## config.mk

```make
export PLATFORM = sky130hd
export DESIGN_NAME = csr_sayac_birimi
export DESIGN_NICKNAME = d
export VERILOG_FILES = /design/src/rtl/csr_sayac_birimi.sv
export SDC_FILE = /design/constraint.sdc
export NUM_CORES = 2
export LEC_CHECK = 0
export ABC_AREA = 1
export BUFFER_PORTS_ARGS = -buffer_cell sky130_fd_sc_hd__buf_4
export CAP_MARGIN = 15
export CORE_AREA = 8 8 312 374
export DETAILED_ROUTE_END_ITERATION = 8
export DIE_AREA = 0 0 320 382
export SLEW_MARGIN = 30
export SYNTH_ARGS = -nofsm -noshare
export SYNTH_HDL_FRONTEND = slang
export SYNTH_SLANG_ARGS = --single-unit
export TNS_END_PERCENT = 20
```

## constraint.sdc

```tcl
create_clock -name clk_i -period 3.3 [get_ports clk_i]
set_clock_uncertainty 0.05 [all_clocks]
set_input_delay 0.33 -clock clk_i [delete_from_list [all_inputs] [get_ports clk_i]]
set_output_delay 0.33 -clock clk_i [all_outputs]
set_load 0.05 [all_outputs]
```

## src/rtl/csr_sayac_birimi.sv

```systemverilog
// Machine counter CSR unit: mcycle, minstret, mhpmcounterN/mhpmeventN and mcountinhibit.
// Define SAYAC_TASMA_KESME_EN for sticky overflow flags in mhpmeventN[31] driving tasma_kesme_o.
module csr_sayac_birimi #(
  parameter int unsigned SAYAC_SAYISI   = 4,
  parameter int unsigned SAYAC_GENISLIK = 64,
  parameter int unsigned OLAY_SAYISI    = 8
) (
  input  logic                   clk_i,
  input  logic                   rstn_i,
  input  logic                   istek_gecerli_i,
  output logic                   istek_hazir_o,
  input  logic [11:0]            istek_adres_i,
  input  logic [1:0]             istek_islem_i,
  input  logic [31:0]            istek_veri_i,
  output logic                   yanit_gecerli_o,
  input  logic                   yanit_hazir_i,
  output logic [31:0]            yanit_veri_o,
  output logic                   yanit_hata_o,
  input  logic [1:0]             emekli_sayi_i,
  input  logic [OLAY_SAYISI-1:0] olay_i,
  output logic                   tasma_kesme_o
);

  localparam int unsigned W  = SAYAC_GENISLIK;
  localparam int unsigned NH = (SAYAC_SAYISI == 0) ? 1 : SAYAC_SAYISI;

  localparam logic [1:0] OpRw = 2'b01;
  localparam logic [1:0] OpRs = 2'b10;
  localparam logic [1:0] OpRc = 2'b11;

  function automatic logic [31:0] inh_mask_f();
    logic [31:0] m;
    m = 32'h0000_0005;
    for (int i = 0; i < int'(SAYAC_SAYISI); i++) m[3+i] = 1'b1;
    return m;
  endfunction

  localparam logic [31:0] InhMask = inh_mask_f();

  function automatic logic [63:0] ext64(input logic [W-1:0] v);
    logic [63:0] e;
    e = '0;
    e[W-1:0] = v;
    return e;
  endfunction

  // Increment first, then the written half overrides; the other half keeps the carry.
  function automatic logic [W-1:0] cnt_next(input logic [W-1:0] old, input logic [W-1:0] inc,
                                            input logic wr_lo, input logic wr_hi,
                                            input logic [31:0] wd);
    logic [63:0] t;
    t = ext64(old + inc);
    if (wr_lo) t[31:0] = wd;
    if (wr_hi) t[63:32] = wd;
    return t[W-1:0];
  endfunction

  // State
  logic [W-1:0]  mcycle_q, mcycle_d;
  logic [W-1:0]  minstret_q, minstret_d;
  logic [W-1:0]  hpm_q [NH];
  logic [W-1:0]  hpm_d [NH];
  logic [30:0]   evt_q [NH];
  logic [30:0]   evt_d [NH];
  logic [31:0]   inh_q, inh_d;
  logic          resp_valid_q;
  logic          resp_err_q;
  logic [31:0]   resp_data_q;
`ifdef SAYAC_TASMA_KESME_EN
  logic [NH-1:0] of_q, of_d;
  logic          irq_q;
`endif

  // Decode and read path
  logic          sel_cy_lo, sel_cy_hi, sel_ir_lo, sel_ir_hi, sel_inh;
  logic [NH-1:0] sel_hpm_lo, sel_hpm_hi, sel_evt;
  logic          hit;
  logic [31:0]   rd_val, wr_val;
  logic [63:0]   cy_ext, ir_ext;
  logic [63:0]   hpm_ext [NH];
  logic [31:0]   evt_rd [NH];
  logic          accept, wr_en;
  logic          cy_inc;
  logic [1:0]    ir_inc;
  logic [NH-1:0] hpm_inc;

  always_comb begin
    cy_ext = ext64(mcycle_q);
    ir_ext = ext64(minstret_q);
    for (int i = 0; i < int'(NH); i++) begin
      hpm_ext[i] = ext64(hpm_q[i]);
`ifdef SAYAC_TASMA_KESME_EN
      evt_rd[i] = {of_q[i], evt_q[i]};
`else
      evt_rd[i] = {1'b0, evt_q[i]};
`endif
    end
  end

  always_comb begin
    sel_cy_lo  = (istek_adres_i == 12'hB00);
    sel_cy_hi  = (istek_adres_i == 12'hB80);
    sel_ir_lo  = (istek_adres_i == 12'hB02);
    sel_ir_hi  = (istek_adres_i == 12'hB82);
    sel_inh    = (istek_adres_i == 12'h320);
    sel_hpm_lo = '0;
    sel_hpm_hi = '0;
    sel_evt    = '0;
    for (int i = 0; i < int'(SAYAC_SAYISI); i++) begin
      sel_hpm_lo[i] = (istek_adres_i == 12'hB03 + 12'(i));
      sel_hpm_hi[i] = (istek_adres_i == 12'hB83 + 12'(i));
      sel_evt[i]    = (istek_adres_i == 12'h323 + 12'(i));
    end
    hit = sel_cy_lo | sel_cy_hi | sel_ir_lo | sel_ir_hi | sel_inh |
          (|sel_hpm_lo) | (|sel_hpm_hi) | (|sel_evt);
    rd_val = ({32{sel_cy_lo}} & cy_ext[31:0])  | ({32{sel_cy_hi}} & cy_ext[63:32]) |
             ({32{sel_ir_lo}} & ir_ext[31:0])  | ({32{sel_ir_hi}} & ir_ext[63:32]) |
             ({32{sel_inh}}   & inh_q);
    for (int i = 0; i < int'(NH); i++) begin
      rd_val = rd_val | ({32{sel_hpm_lo[i]}} & hpm_ext[i][31:0]) |
               ({32{sel_hpm_hi[i]}} & hpm_ext[i][63:32]) | ({32{sel_evt[i]}} & evt_rd[i]);
    end
  end

  always_comb begin
    case (istek_islem_i)
      OpRw:    wr_val = istek_veri_i;
      OpRs:    wr_val = rd_val | istek_veri_i;
      OpRc:    wr_val = rd_val & ~istek_veri_i;
      default: wr_val = rd_val;
    endcase
  end

  assign accept = istek_gecerli_i & ~resp_valid_q;
  // RS/RC with a zero operand is a pure read and must not write.
  assign wr_en  = accept & hit &
                  ((istek_islem_i == OpRw) | (istek_islem_i[1] & (|istek_veri_i)));

  // Counting enables
  always_comb begin
    cy_inc  = ~inh_q[0];
    ir_inc  = inh_q[2] ? 2'd0 : emekli_sayi_i;
    hpm_inc = '0;
    for (int i = 0; i < int'(SAYAC_SAYISI); i++) begin
      for (int k = 1; k <= int'(OLAY_SAYISI); k++) begin
        if ((evt_q[i] == 31'(k)) && olay_i[k-1]) hpm_inc[i] = 1'b1;
      end
      if (inh_q[3+i]) hpm_inc[i] = 1'b0;
    end
  end

  // Next state
  always_comb begin
    mcycle_d   = cnt_next(mcycle_q, W'(cy_inc), wr_en & sel_cy_lo, wr_en & sel_cy_hi, wr_val);
    minstret_d = cnt_next(minstret_q, W'(ir_inc), wr_en & sel_ir_lo, wr_en & sel_ir_hi, wr_val);
    inh_d      = (wr_en & sel_inh) ? (wr_val & InhMask) : inh_q;
    for (int i = 0; i < int'(NH); i++) begin
      hpm_d[i] = cnt_next(hpm_q[i], W'(hpm_inc[i]), wr_en & sel_hpm_lo[i],
                          wr_en & sel_hpm_hi[i], wr_val);
      evt_d[i] = (wr_en & sel_evt[i]) ? wr_val[30:0] : evt_q[i];
`ifdef SAYAC_TASMA_KESME_EN
      of_d[i]  = (wr_en & sel_evt[i]) ? wr_val[31] : of_q[i];
      // A wrap in the same cycle as a clearing write still sets the flag.
      if (hpm_inc[i] && (hpm_q[i] == {W{1'b1}})) of_d[i] = 1'b1;
`endif
    end
  end

  always_ff @(posedge clk_i or negedge rstn_i) begin
    if (!rstn_i) begin
      mcycle_q     <= '0;
      minstret_q   <= '0;
      inh_q        <= '0;
      resp_valid_q <= 1'b0;
      resp_err_q   <= 1'b0;
      resp_data_q  <= '0;
      for (int i = 0; i < int'(NH); i++) begin
        hpm_q[i] <= '0;
        evt_q[i] <= '0;
      end
    end else begin
      mcycle_q   <= mcycle_d;
      minstret_q <= minstret_d;
      inh_q      <= inh_d;
      for (int i = 0; i < int'(NH); i++) begin
        hpm_q[i] <= hpm_d[i];
        evt_q[i] <= evt_d[i];
      end
      if (accept) begin
        resp_valid_q <= 1'b1;
        resp_data_q  <= rd_val;
        resp_err_q   <= ~hit;
      end else if (yanit_hazir_i) begin
        resp_valid_q <= 1'b0;
      end
    end
  end

`ifdef SAYAC_TASMA_KESME_EN
  always_ff @(posedge clk_i or negedge rstn_i) begin
    if (!rstn_i) begin
      of_q  <= '0;
      irq_q <= 1'b0;
    end else begin
      of_q  <= of_d;
      irq_q <= |of_q;
    end
  end

  assign tasma_kesme_o = irq_q;
`else
  assign tasma_kesme_o = 1'b0;
`endif

  assign istek_hazir_o   = ~resp_valid_q;
  assign yanit_gecerli_o = resp_valid_q;
  assign yanit_veri_o    = resp_data_q;
  assign yanit_hata_o    = resp_err_q;

endmodule

```

==> results.txt <==
The area growth from synthesis to layout is 23.05%. The worst slack at placement was -240.6 ps. The count of clock tree sinks was 548; the final critical path time including I/O delays and setup was 3284 ps.

The finished layout holds 7955 standard cells, fillers aside. After routing, the total negative slack on setup checks comes to 0 ps. For the insertion delay to the later sink of the worst-skew pair, the log shows 690 ps. The area enclosed by the die boundary was 0.1222 sq mm. Among all flip-flop cells after synthesis, the most frequent one is dfrtp_1.

For the total count of max-transition violations in the final report, the log shows 0. The mux share of post-synthesis cell area works out to 0.001564. The post-synthesis compound-gate area fraction was 0.03656. The total number of H-tree levels is 3.

The startpoint identified for the worst hold timing path is istek_veri_i[3]. The synthesized area per cell is 6.330 sq um. The simple-gate share of the synthesized area was 0.4373; the clock transition at the registers of the reported paths was 60 ps. Sorting the synthesized cells by area gives the leading types as dfrtp_1 (36%), nand2_1 (22%), nor2_1 (10%), xor2_1 (5.6%), inv_1 (5.5%).

The tool flagged a number of max-cap violations equal to 0. The path class of the tightest hold or removal check is in2reg. Setup repair after global routing could not meet its margin everywhere.

The number of vias after detailed routing was 44070. The number of antenna violations at the first check in global routing was 14. In this run the power density over the cells is 376.4 mW/mm^2.

The total design power is 17.78 mW, and the sequential fraction of the synthesis area is 0.3572. Yosys instantiated no cell more often than nand2_1. In the final routed layout, each cell accounts on average for 28.14 um. The critical path launch point type is a flip-flop. In this run the vertical extent of the chip is 382 um. The number of nets with antenna violations after routing is 0. The tools report the total clock buffers created by CTS as 71. After synthesis, the most frequently instantiated cells are nand2_1 (2227), nor2_1 (1050), inv_1 (562), dfrtp_1 (548), nand3_1 (405).

The initial core utilization was 0.3470. The run gives 0.04411 sq mm as the post-placement cell area. The cell count after placement was 7798; the fraction of final layout cells with drive strength greater than 1 was 0.1207. In this run, the number of DRC markers left after iteration 0 of detailed routing was 5825. After the last flow step, the layout net total stands at 6531. With fillers left out, the area of the finished cells amounts to 0.04724 sq mm.

For this run, the number of Yosys warnings is 0. The number of distinct standard cells referenced by the synthesized netlist is 47, and the number of global-route vias before repair is 41800. In this run the static leakage power is 24.01 nW. The first-pass GRT wire length came out at 312.8 mm. Xor/xnor cell area share of the yosys netlist: 0.08189. Dividing the detail-routed via count by the number of cells gives 5.540. The class of the most critical setup path is reg2reg.

The tools report the area of the core region as 0.1107 sq mm. After detailed routing, the number of remaining DRC violations is 0. Arrival time of the worst setup path: 3800 ps.

The startpoint identified for the worst register-to-register timing path is evt_q[9]$_DFFE_PN0P_. STA puts the critical path data required time at 3810 ps. Routability-driven placement finished with a final weighted congestion of 1.074. The final layout contains routed wiring with a total length of 223.8 mm. For this run, the detailed router's first-pass iteration total came to 6.

The share of the clock period used by the worst path after layout works out to 0.9952. Counting flops with a built-in enable in the synthesized netlist gives 0. The sequential cells in the finished layout cover a total of 0.01371 sq mm. The tools report the total global routing track utilization as 0.3553.

Setup violations remaining at the end of the flow were counted as 0. The top cell type's share of synthesized area came out at 0.3572. The endpoint kind of the worst setup timing path is a flip-flop.

The number of nets in the synthesized netlist is 6139. Global routing finished with a remaining overflow of 0. In this run the horizontal extent of the chip is 320 um. Counting the fill cells in the layout gives 11910. For this run, the top clock speed supported by timing is 304.5 MHz. Input and output buffers added on the ports amount to 94. The cell count after synthesis came out at 6066. The most critical setup path has its startpoint at evt_q[9]$_DFFE_PN0P_.

In this run, synthesis produced a sequential element count of 548. The number of hold violations in the final report came out at 0. TritonCTS built the clock tree. The largest total area in the synthesized netlist belongs to dfrtp_1. For the pin with the worst max-slew slack, the measured transition is 1002 ps. The largest voltage drop on the vdd net is 328.8 uV, and the number of primary I/O pins is 96. The floorplan has 134 rows.

In this run the worst path has a maximum fanout of 5. For flop-to-flop paths, the worst setup slack is 20 ps. The run gives 0.02199 sq mm as the area used by multi-input combinational logic. The clock root buffer master was clkbuf_16. The async set-or-reset flop fraction in the synthesized netlist was 1.000. The tools report the worst max-slew margin expressed relative to the limit as 0.3310. The cell area that synthesis handed to floorplanning was 0.03840 sq mm. The flow ran to the end, and the final reports show no timing, DRC or antenna violations. Post-layout worst setup margin: 15.99 ps. After synthesis, the largest family of logic cells by area is simple AND/OR/NAND/NOR gates. The deepest clock path buffer count is 3, and the HPWL after detailed placement is 173.5 mm.

Entering global routing, the biggest net connects 86 pins. The post-synthesis share of cell area spent on full adders, half adders and majority gates is 0.004432.
## metal layers
metal / wire (um) / GRT usage / share of wire
met5: 41 / 0 / 0.00018
met2: 99620 / 0.5603 / 0.45
met1: 82050 / 0.4238 / 0.37
met4: 21800 / 0.2876 / 0.097
met3: 20310 / 0.06338 / 0.091
## worst max-delay path, stage by stage (launching register included)
cell and delay, ps:
dfrtp_1 390, nor4_2 290, nand3_1 120, nor4_2 260
buf_4 160, nand2_2 50, a211oi_4 260, ha_4 230
ha_4 150, nand2_2 50, nor2_1 110, buf_4 180
buf_6 110, nand4_1 110, buf_6 170, buf_4 120
xor2_1 130, inv_1 50, nand2_1 50, inv_1 80
nor2_1 40
## through the flow
step / util / hold WS (ps)
after detailed placement: 0.3986 / 415.8
after floorplan: - / -15.59
after global placement: 0.3986 / 415.2
after global routing: 0.4267 / 100.1
final: 0.4269 / 65.63
after CTS: 0.4227 / 30.67
## area by class of cell
| type | count | area share |
|---|---|---|
| tap | 1428 | 0.03782 |
| clock buffer | 100 | 0.04508 |
| clock inverter | 29 | 0.009534 |
| multi-input combinational | 4740 | 0.4656 |
| antenna | 13 | 0.0006886 |
| timing repair buffer | 526 | 0.1056 |
| sequential | 548 | 0.2903 |
| inverter | 571 | 0.04547 |
## sequential cells by signal, summed over array words and instances, names as in the netlist
register	count
yanit_gecerli_o	1
inh_q	6
evt_q	124
yanit_hata_o	1
cy_ext	64
ir_ext	64
hpm_ext	256
yanit_veri_o	32
## final timing paths
| kind | end | cells after the start |
|---|---|---|
| max in group asynchronous | cy_ext[22]$_DFF_PN0_ | 3 |
| min reg2reg | evt_q[99]$_DFFE_PN0P_ | 2 |
| min | hpm_ext[227]$_DFF_PN0_ | 5 |
| max reg2reg | hpm_ext[28]$_DFF_PN0_ | 20 |
| min in group asynchronous | ir_ext[21]$_DFF_PN0_ | 2 |
| max | hpm_ext[28]$_DFF_PN0_ | 20 |
## layout by cell type (no fill, tap or decap), types with 74 or more instances in the layout
cell | synthesis | final
buf_12 | 0 | 80
buf_4 | 11 | 436
clkbuf_16 | 0 | 74
dfrtp_1 | 548 | 548
inv_1 | 562 | 554
nand2_1 | 2227 | 2218
nand3_1 | 405 | 396
nand4_1 | 155 | 155
nor2_1 | 1050 | 1014
nor3_1 | 157 | 151
o21ai_0 | 178 | 173
xnor2_1 | 115 | 113
xor2_1 | 244 | 243
## logic make-up (layout without fill, tap and decap cells)
| logic type | count (synthesis) | after routing |
|---|---|---|
| xor+xnor | 359 | 359 |
| buf+inv | 778 | 1226 |
| fa+ha+maj | 13 | 13 |
| other cells | 1 | 14 |
| flops | 548 | 548 |
| mux | 6 | 6 |
| simple gates | 4090 | 4090 |
| compound gates | 271 | 271 |
## timing repair
item / CTS / global route
hold buffers: 2 / 0
resized for setup: 12 / 97
endpoints found under the hold margin: 62 / 0
pin swaps: 3 / 39
cloned: 0 / 0
setup buffers: 0 / 13
setup endpoints to repair: 54 / 73
## power breakdown
group | internal, mW | switching [mW] | leakage [nW]
logic | 0.541 | 1.40 | 16.1
clock network | 5.36 | 3.44 | 1.27
registers | 6.84 | 0.205 | 6.67
total | 12.7 | 5.04 | 24.0
Power figures use the tool's default switching activity.
